==> src/rtl/cache_arb_pkg.sv <==
// Shared types for the I/D cache miss arbiter.
package cache_arb_pkg;

    typedef enum logic [1:0] {
        IDLE    = 2'd0,
        SERVE_I = 2'd1,
        SERVE_D = 2'd2
    } arb_state_e;

    typedef enum logic {
        GRANT_I = 1'b0,
        GRANT_D = 1'b1
    } grant_e;

    localparam int LINE_W = 256;

    typedef logic [LINE_W-1:0] line_t;

endpackage

==> src/rtl/cache_arbiter.sv <==
// Merges the I-cache and D-cache line miss ports onto one physical-memory
// line port. One request is outstanding at a time. Ties are broken by
// alternating priority. The memory-side request is held in registers for the
// whole transaction.
//
//   state   | meaning
//   --------+----------------------------------------------------------
//   IDLE    | no transaction; requests are sampled, pmem_resp is ignored
//   SERVE_I | I-cache read in flight; the pmem_resp pulse goes to i_resp
//   SERVE_D | D-cache read/write in flight; the pmem_resp pulse goes to d_resp
module cache_arbiter
    import cache_arb_pkg::*;
#(
    parameter int width      = 256,
    parameter int addr_width = 32
) (
    input  logic                  clk,
    input  logic                  rst,

    input  logic                  i_read,
    input  logic [addr_width-1:0] i_address,
    output logic [width-1:0]      i_rdata,
    output logic                  i_resp,

    input  logic                  d_read,
    input  logic                  d_write,
    input  logic [addr_width-1:0] d_address,
    input  logic [width-1:0]      d_wdata,
    output logic [width-1:0]      d_rdata,
    output logic                  d_resp,

    output logic                  pmem_read,
    output logic                  pmem_write,
    output logic [addr_width-1:0] pmem_address,
    output logic [width-1:0]      pmem_wdata,
    input  logic [width-1:0]      pmem_rdata,
    input  logic                  pmem_resp
);

    arb_state_e            state_q, state_d;
    grant_e                last_grant_q, last_grant_d;
    logic                  pmem_read_q, pmem_read_d;
    logic                  pmem_write_q, pmem_write_d;
    logic [addr_width-1:0] pmem_address_q, pmem_address_d;
    logic [width-1:0]      pmem_wdata_q, pmem_wdata_d;

    logic                  i_pend;
    logic                  d_pend;
    logic                  sel_d;
    logic                  d_is_write;

    assign i_pend     = i_read;
    assign d_pend     = d_read | d_write;
    // A D request with both strobes high is treated as a write-back.
    assign d_is_write = d_write;

    // Next-state logic: arbitrate in IDLE, wait for pmem_resp while serving.
    always_comb begin
        state_d        = state_q;
        last_grant_d   = last_grant_q;
        pmem_read_d    = pmem_read_q;
        pmem_write_d   = pmem_write_q;
        pmem_address_d = pmem_address_q;
        pmem_wdata_d   = pmem_wdata_q;
        sel_d          = 1'b0;

        case (state_q)
            IDLE: begin
                // On a tie the client that did not win last time goes first.
                if (i_pend && d_pend) begin
                    sel_d = (last_grant_q == GRANT_I);
                end else begin
                    sel_d = d_pend;
                end

                if (i_pend || d_pend) begin
                    if (sel_d) begin
                        state_d        = SERVE_D;
                        last_grant_d   = GRANT_D;
                        pmem_address_d = d_address;
                        pmem_write_d   = d_is_write;
                        pmem_read_d    = ~d_is_write;
                        if (d_is_write) begin
                            pmem_wdata_d = d_wdata;
                        end
                    end else begin
                        state_d        = SERVE_I;
                        last_grant_d   = GRANT_I;
                        pmem_address_d = i_address;
                        pmem_write_d   = 1'b0;
                        pmem_read_d    = 1'b1;
                    end
                end
            end

            SERVE_I, SERVE_D: begin
                if (pmem_resp) begin
                    state_d      = IDLE;
                    pmem_read_d  = 1'b0;
                    pmem_write_d = 1'b0;
                end
            end

            default: begin
                state_d      = IDLE;
                pmem_read_d  = 1'b0;
                pmem_write_d = 1'b0;
            end
        endcase
    end

    // State and memory-side request registers; reset returns to IDLE with I as last grant.
    always_ff @(posedge clk) begin
        if (rst) begin
            state_q        <= IDLE;
            last_grant_q   <= GRANT_I;
            pmem_read_q    <= 1'b0;
            pmem_write_q   <= 1'b0;
            pmem_address_q <= '0;
            pmem_wdata_q   <= '0;
        end else begin
            state_q        <= state_d;
            last_grant_q   <= last_grant_d;
            pmem_read_q    <= pmem_read_d;
            pmem_write_q   <= pmem_write_d;
            pmem_address_q <= pmem_address_d;
            pmem_wdata_q   <= pmem_wdata_d;
        end
    end

    assign pmem_read    = pmem_read_q;
    assign pmem_write   = pmem_write_q;
    assign pmem_address = pmem_address_q;
    assign pmem_wdata   = pmem_wdata_q;

    // Read data fans out to both clients; only the completion pulse is steered.
    assign i_rdata = pmem_rdata;
    assign d_rdata = pmem_rdata;

    // A pmem_resp that arrives in the same cycle as reset is dropped.
    assign i_resp = ~rst & pmem_resp & (state_q == SERVE_I);
    assign d_resp = ~rst & pmem_resp & (state_q == SERVE_D);

endmodule

==> config.mk <==
export PLATFORM = sky130hd
export DESIGN_NAME = cache_arbiter
export DESIGN_NICKNAME = d
export VERILOG_FILES = /design/src/rtl/cache_arb_pkg.sv /design/src/rtl/cache_arbiter.sv
export SDC_FILE = /design/constraint.sdc
export NUM_CORES = 1
export LEC_CHECK = 0
export BUFFER_PORTS_ARGS = -buffer_cell sky130_fd_sc_hd__buf_2
export CORE_AREA = 5 5 535 537
export DETAILED_ROUTE_END_ITERATION = 7
export DIE_AREA = 0 0 540 542
export PLACE_DENSITY = 0.3
export SYNTH_ARGS = -nofsm -noshare
export SYNTH_HDL_FRONTEND = slang
export SYNTH_SLANG_ARGS = --single-unit
==> constraint.sdc <==
create_clock -name clk -period 1.8 [get_ports clk]
set_input_delay 0.36 -clock clk [delete_from_list [all_inputs] [get_ports clk]]
set_output_delay 0.36 -clock clk [all_outputs]
set_load 0.02 [all_outputs]
# After elaboration in Yosys (flattened, before gate mapping)
# Index checks and enable logic that the tools add are counted.
# totals
register_bits	293
out_inout_bits	804
# classes
eq_ne	4
n_mux	15
bitwise_logic	7
reduce_logical	7
# ops
operator	n
2-to-1 mux 32 bit	1
2-to-1 mux 1 bit	8
2-to-1 mux 2 bit	3
inequality test 2 bit (second input constant)	2
case mux 1 bit (2 select lines)	2
case mux 2 bit (2 select lines)	1
AND reduction 2 bit	2
AND reduction 4 bit	1
AND 1 bit	3
NOT 1 bit	3
equality test 2 x 1 -> 1 bit (second input constant)	1
equality test 2 bit (second input constant)	1
zero test 2 bit	1
OR reduction 2 bit	1
logical AND 1 bit	1
logical OR 1 bit	1
OR 1 bit	1

# Logic depth before layout (Yosys ltp)
# Gate-level depths: netlist (run 1).
# depth
word_depth	7
mapped_depth	8
ltp_nobuf	5

# Worst setup path after synthesis (run 1)
# No wires, ideal clock.
# synth_path
path_type	register to register
start	reg state_q[0]
end	reg pmem_wdata_q[146] (netlist: pmem_wdata[146])
setup_ps	70
t_arrival_ps	1503
t_required_ps	1730
slack_ps	226
path_stages_with_launch	9
path_buffers	3
period_less_slack_ps	1574
path_cell_list	dfxtp_1 > inv_1 > ha_1 > buf_2 > inv_2 > clkbuf_1 > buf_1 > o21ai_0 > a21oi_1
# synth_between
elab_chain_len	2
# synth_lines
item	line_no	source
from (decl)	cache_arbiter.sv:40	arb_state_e state_q, state_d;
from (signal assigned)	cache_arbiter.sv:122	state_q <= state_d;
zero test 2 bit	cache_arbiter.sv:67	case (state_q)
AND reduction 4 bit (no line)	-	
to (signal assigned)	cache_arbiter.sv:127	pmem_wdata_q <= pmem_wdata_d;
to (decl)	cache_arbiter.sv:45	logic [width-1:0] pmem_wdata_q, pmem_wdata_d;
# Every way passes these cells.
# A chain may end at the register's enable or synchronous reset.

# Final worst setup path (run 1)
# layout_path
start	reg state_q[0]
end	out d_resp
# layout_between
elab_chain_len	2
# layout_lines
item	line_no	source
equality test 2 bit	cache_arbiter.sv:142	assign d_resp = ~rst & pmem_resp & (state_q == SERVE_D);
AND 1 bit	cache_arbiter.sv:142	
to (decl)	cache_arbiter.sv:30	output logic d_resp,
# Every way passes these cells.

==> metrics.txt, run 1 <==
CTS Root Cell clkbuf_16; largest family of logic cells by synthesized area buffers and inverters; post-layout instance area 0.0244 sq mm; Slew @ Worst Pin 0.625 ns; Clock transition at path regs 0.06 ns; Die Span Y 542 um; Post-Route WL 168000 um; Max Clock Freq a little over 0.5 GHz; H-tree levels 2; Avg WL per Cell 27.7 um; nets@finish 2872; Yosys warnings 0; Yosys top cell by area dfxtp_1; FP Rows 195; fin crit share 107%; Startpoint Class flop; Final Non-Filler Cells roughly 6000; pin count of the biggest net entering global routing 50; share of layout cells above drive strength 1 34.2%; outcome finished, violations left; most common cell after layout, fill and taps aside buf_2; Synth Area in Compound Gates 19.6%; Finished Core Util 8.68%; Cell Pwr Density 1020 mW/mm^2; clk sinks about 290; CP arrival 1.56 ns; Synth Area in Adders 0.249%; initial antenna violation count 70; Crit Path Max Fanout 2; syn nets ~2500; crit-path leading delay family flip-flops; worst IR drop on VDD 0.794 mV; die width 540 um; vias 15530; cell area after synthesis 0.0151 sq mm; Tot Pwr ~25 mW; Max stage delay cell, worst path dfxtp_4; synth unique cells 25; starting density of the core 5.36%; critical-path cell list inv_4 -> ha_4 -> and3b_1 -> buf_6; Multi-input gate area 0.00478 sq mm; Mapped Cells 1888; CTS tree done; Final Hold Fails 0; # setup viols final 2; Post-DP HPWL 148000 um; 1st-iter DRT viols 908; DRT antenna net count 0; Worst slew margin 58.2%; Placed Cells 5665; worst skew pair latency between 0.6 and 0.7 ns; first-pass iteration count of the detailed router 5; CP Data Required Time 1.44 ns; Hold WC Path Type input port to flop; clk buf depth 3; most frequent cells in the layout buf_2, dlygate4sd3_1, dfxtp_1, a21oi_1, nand3_1; global-route wire length before repair 203000 um; Bufs and invs on worst path 2; Fill cells 32992; sequential share of the synthesized area between 30% and 40%; critical path class flop to output pin; die area 0.293 sq mm; LEAKAGE 9.07 nW; Final TNS setup -0.232 ns; via density per instance 2.56; multiplexer share of the synthesized area 0%; grt ovf 0; TritonCTS buffer count 44; Slew Viols, Final 0; Clock Skew 0.0282 ns; routability cong. between 0.7 and 0.8; simple-gate share of the synthesized area 11.2%; Max Cap Viol 0; Area contributors post-synth dfxtp_1, buf_4, a21oi_1; Syn Area/Cell 7.98 sq um; port buffer count approximately 620; vias in the first global route 15898; setup ws final -0.124 ns; CP max stage delay ~0.36 ns; RSZ-0062 raised after global routing true; Placement Cell Area 0.0196 sq mm; register area 0.00587 sq mm; crit end category output pin; violated checks negative setup slack; fin crit period 1.92 ns; Post-route DRC 0; I/O pin total ~1400; core footprint 0.281 sq mm; xor and xnor area share after synthesis 0%; Yosys top cell area share 38.9%; GRT Total Usage 10.9%; Area Overhead vs Synth 62.0%; #FFs+latches synth roughly 300
what timing repair did:
| action | in CTS | in global routing |
|---|---|---|
| resized for setup | 45 | 11 |
| pin swaps | 2 | 0 |
| setup buffers | 2 | 2 |
| hold buffers | 314 | 0 |
| endpoints found under the hold margin | 279 | 0 |
| gates cloned | 0 | 1 |
| endpoints found under the setup margin | 27 | 32 |
cells in the mapped netlist:
cell type / instances
nand2_1: 65
buf_1: 16
a2bb2oi_1: 1
o21ai_1: 50
o31a_1: 1
ha_1: 3
a2bb2oi_2: 1
o2bb2ai_1: 1
a21boi_2: 1
inv_1: 3
a21oi_1: 257
a311oi_1: 32
and3b_1: 2
nor2_1: 32
nand2b_1: 4
nor3_1: 1
nand3_1: 256
dfxtp_1: 293
inv_2: 1
buf_2: 43
o32ai_1: 4
clkbuf_1: 99
a21bo_2: 1
o21ai_0: 208
buf_4: 513
power breakdown:
| part | switching, mW | internal [mW] | total, mW |
|---|---|---|---|
| clock network | 3.88 | 5.00 | 8.88 |
| logic | 5.48 | 2.79 | 8.28 |
| registers | 0.433 | 7.24 | 7.68 |
| total | 9.80 | 15.0 | 24.8 |
area by class of cell:
type | count | area share, %
repair buffers | 1024 | 31.1
flip-flops and latches | 293 | 24.1
multi-input cells | 920 | 19.6
well taps | 3743 | 19.2
clock buffers | 61 | 5.11
clock inverters | 17 | 0.682
inverters | 4 | 0.113
diodes | 11 | 0.113
per-layer routing:
metal	track usage [%]	share of wire (%)
met1	9.45	30
met2	16.8	43
met3	10.6	21
met4	5.31	5.9
met5	0.0822	0.024
metrics by stage:
stage               hold slack, ns  setup WS, ns
floorplan                    0.508         0.226
global placement             0.459        0.0373
detailed placement           0.466     -0.000921
CTS                       0.000854        -0.239
global route                0.0282        -0.231
finish                      0.0539        -0.124
state kept, by name, summed over array words and instances (netlist names):
name and cells:
pmem_write 1, pmem_address 32, state_q 2, pmem_wdata 256, last_grant_q 1, pmem_read 1
cells by family after synthesis:
group	count (synthesis)
adder cells (fa/ha/maj)	3
AND/OR/NAND/NOR	360
flip-flops	293
buffers and inverters	675
AO/OA/AOI/OAI	557
worst register-to-register path, cell delays in order, from the launching register on:
cell     delay, ns
dfxtp_4       0.36
inv_4         0.06
buf_4         0.09
buf_4         0.11
ha_4          0.21
buf_12        0.24
buf_4         0.27
nand3_1       0.21
a21oi_1       0.18
path summary, 6_finish.rpt:
| check | depth (start not counted) | from | slack [ns] | endpoint |
|---|---|---|---|---|
| worst min-delay path | 3 | d_wdata[211] | 0.05 | pmem_wdata[211] |
| worst min register to register | 2 | pmem_wdata[108] | 0.47 | pmem_wdata[108] |
| worst max-delay path | 4 | state_q[0] | -0.12 | d_resp |
| worst max register to register | 8 | state_q[0] | 0.01 | pmem_wdata[103] |
(Power assumes the default switching activity.)
==> inputs of run 2 (changes only) <==
--- a/config.mk
+++ b/config.mk
@@ -6,10 +6,13 @@
 export NUM_CORES = 1
 export LEC_CHECK = 0
 export BUFFER_PORTS_ARGS = -buffer_cell sky130_fd_sc_hd__buf_2
-export CORE_AREA = 5 5 535 537
+export CELL_PAD_IN_SITES_DETAIL_PLACEMENT = 0
+export CELL_PAD_IN_SITES_GLOBAL_PLACEMENT = 2
+export CORE_AREA = 5 5 529 531
+export CTS_CLUSTER_SIZE = 10
 export DETAILED_ROUTE_END_ITERATION = 7
-export DIE_AREA = 0 0 540 542
-export PLACE_DENSITY = 0.3
+export DIE_AREA = 0 0 534 536
+export PLACE_DENSITY = 0.33
 export SYNTH_ARGS = -nofsm -noshare
 export SYNTH_HDL_FRONTEND = slang
 export SYNTH_SLANG_ARGS = --single-unit
==> run 2 against run 1 <==
The flow still finishes with violations (negative setup slack). Fmax up 0.42%. Worst setup slack better by 0.0080 ns. Clock-buffer cell count up 4. Clock power up 15%. Total power up 3.9%. Largest power group unchanged. Highest routed layer is now met4.
==> metrics.txt, run 2 (same netlist as run 1, synthesis figures left out) <==
outcome finished, violations left; violated checks negative setup slack; max reg flops 256 (unchanged); RSZ-0062 raised after global routing true; port buffer count 617 (unchanged); I/O pin total 1386 (unchanged); global-route wire length before repair 174000 um (-15%); clk sinks 293 (unchanged); grt ovf 0 (unchanged); Area Overhead vs Synth 61.8%; core footprint 0.275 sq mm (-2.1%); crit end category output pin; critical path class flop to output pin; first-pass iteration count of the detailed router 5 (unchanged); Final Hold Fails 0 (unchanged); Finished Core Util 8.86% (+0.18 points); most frequent cells in the layout buf_2, dlygate4sd3_1, dfxtp_1, a21oi_1, nand3_1; die width 534 um (-1.1%); LEAKAGE 9.17 nW (+1.0%); Avg WL per Cell 23.6 um (-15%); post-place setup slack -0.0480 ns (-0.0470 ns); routability cong. 0.722 (-8.2%); fin crit share 106% (-0.44 points); DRT antenna net count 0 (unchanged); Post-route DRC 0 (unchanged); Clock transition at path regs 0.05 ns (about the same); hold path cells 3 (unchanged); Startpoint Class flop; Worst slew margin 61.5% (+3.3 points); via density per instance 2.57 (+0.44%); critical-path cell list inv_4 -> ha_4 -> and3b_2 -> buf_6; FP Rows 193 (-1.0%); Post-Route WL 140000 um (-17%); worst skew pair latency 0.66 ns (-0.02 ns); CP arrival 1.56 ns (about the same); Placed Cells 5527 (-2.4%); CP max stage delay 0.37 ns (about the same); Hold WC Path Type input port to flop; nets@finish 2872 (unchanged); fin crit period 1.92 ns (-0.00796 ns); worst IR drop on VDD 0.624 mV (-21%); Slew Viols, Final 0 (unchanged); Clock Skew 0.0315 ns (+0.00324 ns); starting density of the core 5.48% (+0.12 points); CP Data Required Time 1.44 ns (about the same); Tot Pwr 25.8 mW (+3.9%); R2R cell count 7 (-1); Final Non-Filler Cells 5932 (-2.3%); setup ws final -0.116 ns (+0.00796 ns); Fill cells 32244 (-2.3%); Worst Min Path Start d_wdata[201]; TritonCTS buffer count 48 (+9.1%); Post-DP HPWL 114000 um (-23%); pin count of the biggest net entering global routing 85 (+70%); RR Endpoint pmem_wdata[176]; CTS Root Cell clkbuf_16; die area 0.286 sq mm (-2.2%); share of layout cells above drive strength 1 34.8% (+0.62 points); vias in the first global route 15922 (+0.15%); most common cell after layout, fill and taps aside buf_2; Crit Path Max Fanout 2 (unchanged); 1st-iter DRT viols 582 (-36%); Hold Crit Endpoint pmem_wdata[201]; # setup viols final 2 (unchanged); Max Cap Viol 0 (unchanged); vias 15236 (-1.9%); initial antenna violation count 41 (-41%); Max Clock Freq 0.522 GHz (+0.42%); clk buf depth 3 (unchanged); H-tree levels 2 (unchanged); Cell Pwr Density 1060 mW/mm^2 (+4.1%); GRT Total Usage 9.19% (-1.7 points); CTS tree done; Die Span Y 536 um (-1.1%); RR Startpoint state_q[0]; Max stage delay cell, worst path dfxtp_4; Slew @ Worst Pin 0.571 ns (-0.0533 ns); R2R Setup Slk 0.06 ns (+0.05 ns)
==> run 2: changes by cell type in the layout (fill, tap and decap cells not counted), moves of 5 or more <==
cell           change
buf_12            -10
clkbuf_16          +7
bufinv_16          +5
buf_4              +5
buf_2              +6
diode_2            -7
dlygate4sd3_1      -6
==> run 2: area by class of cell <==
class                           instances  area (sq um)  area share, %
Sequential cell                       293          5880           24.1
Clock buffer                           65          1380           5.65
Antenna cell                            4          10.0         0.0411
Clock inverter                         19           269           1.10
Inverter                                4          27.5          0.113
Tap cell                             3607          4510           18.5
Timing Repair Buffer                 1020          7510           30.8
Multi-Input combinational cell        920          4780           19.6
==> run 2: repair_timing <==
| action | CTS | global route |
|---|---|---|
| gates resized for setup | 40 | 11 |
| endpoints found under the setup margin | 26 | 37 |
| hold endpoints to repair | 280 | 0 |
| pin swaps | 0 | 1 |
| cloned | 0 | 3 |
| setup buffers | 2 | 4 |
| hold buffers | 308 | 0 |
==> run 2: worst max-delay path by stage <==
stage	from	endpoint	slack, ns	depth (start not counted)
finish	state_q[0]	d_resp	-0.12	4
global route	state_q[0]	d_resp	-0.21	4
CTS	state_q[1]	i_resp	-0.23	4
detailed placement	d_write	pmem_wdata[176]	-0.05	6
global placement	d_write	pmem_wdata[176]	-0.05	6
floorplan	state_q[0]	pmem_wdata[146]	0.23	8
==> run 2: power by group <==
part           total [mW]  internal (mW)  switching, mW
clock network        10.2           6.18           4.01
registers            7.71           7.25          0.459
logic                7.91           2.70           5.22
total                25.8           16.1           9.69
==> run 2: critical path, delay by kind of cell, from the launching register on <==
| family | cells | cell delay, ns |
|---|---|---|
| AND/OR/NAND/NOR | 1 | 0.21 |
| buffers and inverters | 2 | 0.18 |
| adder cells (fa/ha/maj) | 1 | 0.15 |
| flip-flops | 1 | 0.37 |
==> run 2: routing by layer <==
layer | vias up | share of wire (%) | track usage [%]
met5 | - | 0 | 0.117
met4 | 0 | 6.0 | 5.06
met3 | 422 | 17 | 7.02
met2 | 937 | 43 | 14.0
met1 | 7092 | 34 | 8.98
li1 | 6785 | - | -
==> run 2: metrics by stage <==
step                      TNS, ns  area, sq um  hold WS (ns)
after floorplan                 0        15100         0.508
after global placement    -0.0756        19300         0.458
after detailed placement  -0.0746        19300         0.464
after CTS                  -0.452        24200       0.00165
after global routing       -0.515        24400        0.0305
final                      -0.212        24400        0.0750
